==> src/rtl/gba_sound_pkg.sv <==
// Shared Direct Sound definitions: channel ids, FIFO sizing defaults
// and SOUNDCNT_H bit positions used by the scheduler and register block.
package gba_sound_pkg;

   typedef enum logic {
      CH_A = 1'b0,
      CH_B = 1'b1
   } ch_t;

   localparam int FIFO_WORDS_DEF = 8;
   localparam int DMA_THRESH_DEF = 4;

   localparam int SNDH_TMR_A = 10;
   localparam int SNDH_RST_A = 11;
   localparam int SNDH_TMR_B = 14;
   localparam int SNDH_RST_B = 15;

endpackage

==> src/rtl/gba_sound_chan_ctr.sv <==
// Per-channel sequencing state: pending tick count, byte lane within
// the FIFO head word, and the level-held DMA refill request.
module gba_sound_chan_ctr
   import gba_sound_pkg::*;
#(
   parameter int LW         = 4,
   parameter int DMA_THRESH = DMA_THRESH_DEF
) (
   input  logic          clk,
   input  logic          reset,
   input  logic          en,
   input  logic          tick,
   input  logic          clr,
   input  logic          srv,
   input  logic          ack,
   input  logic [LW-1:0] level,
   output logic          want,
   output logic [1:0]    byte_idx,
   output logic          dma_req
);

   logic [1:0] pend;
   logic [1:0] pend_nxt;
   logic       add;
   logic       fire;
   logic       dset;

   // Request service when something is pending, counting this cycle's tick.
   always_comb begin
      want     = en && !clr && ((pend != 2'd0) || tick);
      add      = tick && (pend != 2'd3);
      pend_nxt = pend + {1'b0, add} - {1'b0, srv};
      fire     = srv && (level != '0);
      dset     = 1'b0;
      if (fire && (byte_idx == 2'd3)) begin
         dset = (level - LW'(1)) <= LW'(DMA_THRESH);
      end
   end

   // Channel state update; FIFO reset overrides tick, service and ack.
   always_ff @(posedge clk or negedge reset) begin
      if (!reset) begin
         pend     <= 2'd0;
         byte_idx <= 2'd0;
         dma_req  <= 1'b0;
      end else if (en) begin
         if (clr) begin
            pend     <= 2'd0;
            byte_idx <= 2'd0;
            dma_req  <= 1'b0;
         end else begin
            pend <= pend_nxt;
            if (fire) begin
               byte_idx <= byte_idx + 2'd1;
            end
            if (dset) begin
               dma_req <= 1'b1;
            end else if (ack) begin
               dma_req <= 1'b0;
            end
         end
      end
   end

endmodule

==> src/rtl/gba_sound_fifo_sched.sv <==
// Routes timer overflows to Direct Sound FIFOs A/B, arbitrates the
// shared FIFO read port and drives sample, pop and refill strobes.
module gba_sound_fifo_sched
   import gba_sound_pkg::*;
#(
   parameter int FIFO_WORDS = FIFO_WORDS_DEF,
   parameter int DMA_THRESH = DMA_THRESH_DEF,
   localparam int LW        = $clog2(FIFO_WORDS + 1)
) (
   input  logic          clk,
   input  logic          reset,
   input  logic          gb_on,
   input  logic          tick_t0,
   input  logic          tick_t1,
   input  logic          sel_a,
   input  logic          sel_b,
   input  logic          fifo_rst_a,
   input  logic          fifo_rst_b,
   input  logic [LW-1:0] level_a,
   input  logic [LW-1:0] level_b,
   output logic          smp_stb,
   output logic          smp_ch,
   output logic [1:0]    smp_byte,
   output logic          pop,
   output logic          dma_req_a,
   output logic          dma_req_b,
   input  logic          dma_ack_a,
   input  logic          dma_ack_b,
   output logic          underrun_a,
   output logic          underrun_b
);

   logic       tick_a;
   logic       tick_b;
   logic       want_a;
   logic       want_b;
   logic       srv_a;
   logic       srv_b;
   logic [1:0] byte_a;
   logic [1:0] byte_b;
   logic [1:0] cur_byte;
   logic       fire;
   logic       wrap;
   ch_t        last;

   assign tick_a = sel_a ? tick_t1 : tick_t0;
   assign tick_b = sel_b ? tick_t1 : tick_t0;

   gba_sound_chan_ctr #(
      .LW         (LW),
      .DMA_THRESH (DMA_THRESH)
   ) u_chan_a (
      .clk      (clk),
      .reset    (reset),
      .en       (gb_on),
      .tick     (tick_a),
      .clr      (fifo_rst_a),
      .srv      (srv_a),
      .ack      (dma_ack_a),
      .level    (level_a),
      .want     (want_a),
      .byte_idx (byte_a),
      .dma_req  (dma_req_a)
   );

   gba_sound_chan_ctr #(
      .LW         (LW),
      .DMA_THRESH (DMA_THRESH)
   ) u_chan_b (
      .clk      (clk),
      .reset    (reset),
      .en       (gb_on),
      .tick     (tick_b),
      .clr      (fifo_rst_b),
      .srv      (srv_b),
      .ack      (dma_ack_b),
      .level    (level_b),
      .want     (want_b),
      .byte_idx (byte_b),
      .dma_req  (dma_req_b)
   );

   // Round-robin grant of the single read port; on conflict the
   // channel not served last wins.
   always_comb begin
      srv_a    = want_a && (!want_b || (last == CH_B));
      srv_b    = want_b && (!want_a || (last == CH_A));
      fire     = (srv_a && (level_a != '0)) || (srv_b && (level_b != '0));
      cur_byte = srv_b ? byte_b : byte_a;
      wrap     = fire && (cur_byte == 2'd3);
   end

   // Registered strobes and grant history.
   always_ff @(posedge clk or negedge reset) begin
      if (!reset) begin
         smp_stb    <= 1'b0;
         smp_ch     <= 1'b0;
         smp_byte   <= 2'd0;
         pop        <= 1'b0;
         underrun_a <= 1'b0;
         underrun_b <= 1'b0;
         last       <= CH_B;
      end else if (!gb_on) begin
         smp_stb    <= 1'b0;
         pop        <= 1'b0;
         underrun_a <= 1'b0;
         underrun_b <= 1'b0;
      end else begin
         smp_stb    <= fire;
         pop        <= wrap;
         underrun_a <= srv_a && (level_a == '0);
         underrun_b <= srv_b && (level_b == '0);
         if (srv_a) begin
            last <= CH_A;
         end else if (srv_b) begin
            last <= CH_B;
         end
         if (fire) begin
            smp_ch   <= srv_b;
            smp_byte <= cur_byte;
         end
      end
   end

endmodule

==> config.mk <==
export PLATFORM = sky130hd
export DESIGN_NAME = gba_sound_fifo_sched
export DESIGN_NICKNAME = d
export VERILOG_FILES = /design/src/rtl/gba_sound_pkg.sv /design/src/rtl/gba_sound_chan_ctr.sv /design/src/rtl/gba_sound_fifo_sched.sv
export SDC_FILE = /design/constraint.sdc
export NUM_CORES = 1
export LEC_CHECK = 0
export CORE_ASPECT_RATIO = 0.75
export CORE_UTILIZATION = 48
export DETAILED_ROUTE_END_ITERATION = 10
export PLACE_DENSITY = 0.77
export SYNTH_ARGS = -nofsm -noshare
export SYNTH_HDL_FRONTEND = slang
export SYNTH_SLANG_ARGS = --single-unit
export TNS_END_PERCENT = 1
==> constraint.sdc <==
create_clock -name clk -period 3 [get_ports clk]
set_clock_uncertainty 0.05 [all_clocks]
set_input_delay 0.9 -clock clk [delete_from_list [all_inputs] [get_ports clk]]
set_output_delay 0.9 -clock clk [all_outputs]
set_load 0.01 [all_outputs]
==> impl_summary.md <==
Run status
The flow ran to the end, but the final reports show violations. The checks that failed: DRC.

Placed design
The area after detailed placement is between 0.001 and 0.0015 mm2. The last weighted congestion value of the routability-driven placer is a little over 0.8. The number of port buffers is 27.

The placed instance count is 176. Summed over all nets, the half-perimeter wirelength after detailed placement is approximately 2100 um.

Cells and area
The number of antenna diodes in the final layout is 0. The finished cells cover between 0.0015 and 0.002 mm2. Excluding fillers, the count of instances in the completed layout stands at between 150 and 200. The layout net count is around 180. The area added between synthesis and finish is 42.2%.

The utilization after layout is 74.8%. The layout cell share with drive strength beyond 1 is around 22%.

Clock tree
The maximum clock insertion buffer count is 2. The TritonCTS clock tree is yes. The number of setup buffers added after CTS is 0. Buffers inserted to repair hold after CTS numbered 0. The number of sinks driven by the clock tree is 18. The root buffer cell is sky130_fd_sc_hd__clkbuf_4. The number of buffers created by CTS is 3. The number of gates given a new drive strength after cts is 0. Clock-pin slew was measured on the worst setup and hold paths at between 0.1 and 0.15 ns. The insertion delay to the later sink of the worst-skew pair is approximately 0.3 ns. CTS built an H-tree with a depth of 1.

Worst hold path
The end point of the worst hold path is u_chan_a.dma_req. The count of cells along the worst hold path is 2. The startpoint identified for the worst hold timing path is u_chan_a.dma_req. The kind of path behind the tightest hold check is reg -> reg.

Worst setup path
The number of cells on the worst reg-to-reg path is 11. The arrival time at the worst endpoint is 3.06 ns. The critical path startpoint category is a primary input. Data on the critical path is required at its endpoint by roughly 3.2 ns.

The launch point of the worst reg-to-reg path is u_chan_a.pend[0]. The worst register-to-register path ends at u_chan_b.pend[1]. The worst setup path is captured at a flip-flop. The worst reg-to-reg setup slack is 0.72 ns. The path type of the worst setup path is in -> reg. The largest fanout on the critical path is 3.

STA
After layout, the worst path uses a little over nine tenths of the clock period. Setup repair after global routing left no endpoint under its margin. Measured against its own limit, the worst slew margin works out to a little over two thirds.

The clock period minus worst slack is 2.88 ns. Timing would allow up to between 300 and 400 MHz. After routing, the total negative slack on setup checks comes to 0 ns. The final hold violation count is 0. The pin slew with the least headroom to its limit is between 0.4 and 0.5 ns. The number of failing setup endpoints in the final timing report is 0. The number of slew-limit violations in the final report is 0.

Floorplan
The height of the chip is 43.4 um. The floorplan has 14 rows. The placeable core region is 0.00208 mm2. The initial utilization of the core area, before any placement, comes to a little over half. The die outline width is approximately 57 um. The area enclosed by the die boundary is 0.00248 mm2. Pin placement for this block handled 28 I/O pins.

GRT
The number of global-route vias before repair is roughly 1000. Global routing used between 20% and 30% of the available tracks across all layers. Entering global routing, the biggest net connects 19 pins.

The number of antenna violations at the first check in global routing is 0. The first-pass GRT wire length is roughly 4500 um. The aggregate global routing overflow is 0.

Route
The total routed wirelength is between 2000 and 3000 um. The number of violations reported at the end of detailed-routing iteration 0 is 47. The DRC violation count after routing is 2.

Dividing the detail-routed via count by the number of cells gives roughly 5.5. The routed wirelength normalized by instance count is ~15 um. The pre-antenna-repair detailed-routing pass consisted of 7 iterations. The via total after detailed routing is between 900 and 1000. The remaining antenna violation count after routing is 0.

Synth
A synthesized cell averages 9.80 um2. The post-synthesis cell area is ~0.0011 mm2. The number of nets handed over by synthesis was between 100 and 150. The share of the synthesized area in the top cell type is 38.8%. The netlist uses 38 different library cells. The Yosys step of the flow raised 0 warnings. In this run, synthesis produced a sequential element count of 18. After synthesis, flip-flops and latches occupy between 40 and 50% of the total area.

The number of cells produced by synthesis is approximately 110. In the post-synthesis netlist, the biggest area contributors are sky130_fd_sc_hd__dfrtp_1, sky130_fd_sc_hd__ha_1, sky130_fd_sc_hd__inv_1, sky130_fd_sc_hd__o21ai_0, sky130_fd_sc_hd__a211o_1. The largest total area in the synthesized netlist belongs to sky130_fd_sc_hd__dfrtp_1.

Run
The number of max-cap violations is 0.

Power
The power per unit of standard cell area is around 610 mW/mm2. In this run the static leakage power is around 0.75 nW. The worst supply voltage drop on vdd is just under 0.5 mV.
where the power goes:
| part | leakage (nW) | internal (mW) | switching (mW) |
|---|---|---|---|
| sequential | 0.229 | 0.319 | 0.0724 |
| combinational | 0.496 | 0.214 | 0.193 |
| clock | 0.0210 | 0.0740 | 0.0782 |
| total | 0.746 | 0.607 | 0.344 |
area by class of cell:
class,count,area [um2]
flip-flops and latches,18,452
clock buffers,4,36.3
well taps,24,30.0
fillers,159,524
repair buffers,42,390
multi-input cells,77,596
inverters,15,56.3
through the flow:
step	hold slack (ns)	power, mW	setup slack, ns
after floorplan	0.458	0.622	0.359
after global placement	0.415	0.765	-0.182
after detailed placement	0.435	0.790	-0.310
after CTS	0.461	0.944	0.00917
after global routing	0.495	1.02	0.00212
final	0.458	0.950	0.120
state kept, by name, indices dropped and copies added, names as in the netlist:
register,count
last,1
pop,1
u_chan_b.pend,2
smp_stb,1
underrun_b,1
u_chan_b.byte_idx,2
u_chan_a.byte_idx,2
u_chan_a.pend,2
underrun_a,1
u_chan_a.dma_req,1
u_chan_b.dma_req,1
smp_ch,1
smp_byte,2
Yosys cell counts (all sizes together):
cell,n
dfrtp,17
inv,15
o21ai,8
nand2,7
nor3,7
ha,6
nor2,6
a21oi,5
a211o,4
nor2b,4
a22o,3
nand2b,3
o22ai,3
a211oi,2
a311oi,2
mux2i,2
o221ai,2
a2111oi,1
and2b,1
and3,1
buf,1
clkbuf,1
dfstp,1
mux2,1
nand3b,1
nor3b,1
nor4,1
o311ai,1
or2,1
or3,1
or4,1
xnor2,1
xor2,1
per-layer routing:
metal	routed length [um]	share of wire, %	global-route usage, %
met3	126	4.7	6.87
met1	1230	46	30.0
met2	1310	49	42.8
met5	0	0	0
met4	0	0	1.95
worst max-delay path: stages:
cell                              delay [ns]
sky130_fd_sc_hd__clkdlybuf4s50_1        0.47
sky130_fd_sc_hd__mux2_2                 0.31
sky130_fd_sc_hd__nor3_2                 0.13
sky130_fd_sc_hd__or3_4                  0.15
sky130_fd_sc_hd__inv_2                  0.03
sky130_fd_sc_hd__ha_1                   0.27
sky130_fd_sc_hd__inv_1                  0.04
sky130_fd_sc_hd__ha_1                   0.20
sky130_fd_sc_hd__xnor2_1                0.15
sky130_fd_sc_hd__nor3b_1                0.20
sky130_fd_sc_hd__a21oi_1                0.06
sky130_fd_sc_hd__o22ai_1                0.13
worst max-delay path by stage:
stage | from | endpoint | slack, ns
CTS | sel_a | u_chan_b.pend[1] | 0.009
detailed placement | sel_a | u_chan_b.pend[1] | -0.31
global route | tick_t1 | u_chan_b.pend[1] | 0.002
global placement | sel_a | u_chan_b.pend[1] | -0.18
floorplan | sel_a | u_chan_b.pend[1] | 0.36
finish | tick_t1 | u_chan_b.pend[1] | 0.12
kinds of logic (layout without fill, tap and decap cells):
logic type | after synthesis | count (layout) | synth area share (%)
buffers and inverters | 17 | 61 | 6.50
and+or+nand+nor | 35 | 35 | 17.7
xor gates and xnor gates | 2 | 2 | 1.60
DFF | 18 | 18 | 41.2
adders and majority gates | 6 | 6 | 6.84
AOI/OAI and AO/OA | 31 | 31 | 22.2
muxes | 3 | 3 | 3.99
layout by cell type (no fill, tap or decap), types with 4 or more instances in the layout:
cell                              instances
sky130_fd_sc_hd__clkdlybuf4s50_1         24
sky130_fd_sc_hd__dfrtp_1                 17
sky130_fd_sc_hd__buf_4                   15
sky130_fd_sc_hd__inv_1                   14
sky130_fd_sc_hd__o21ai_0                  8
sky130_fd_sc_hd__nand2_1                  7
sky130_fd_sc_hd__nor2_1                   6
sky130_fd_sc_hd__nor3_1                   6
sky130_fd_sc_hd__ha_1                     6
sky130_fd_sc_hd__a211o_1                  4
sky130_fd_sc_hd__a21oi_1                  4
sky130_fd_sc_hd__nor2b_1                  4
Power figures use the tool's default switching activity.
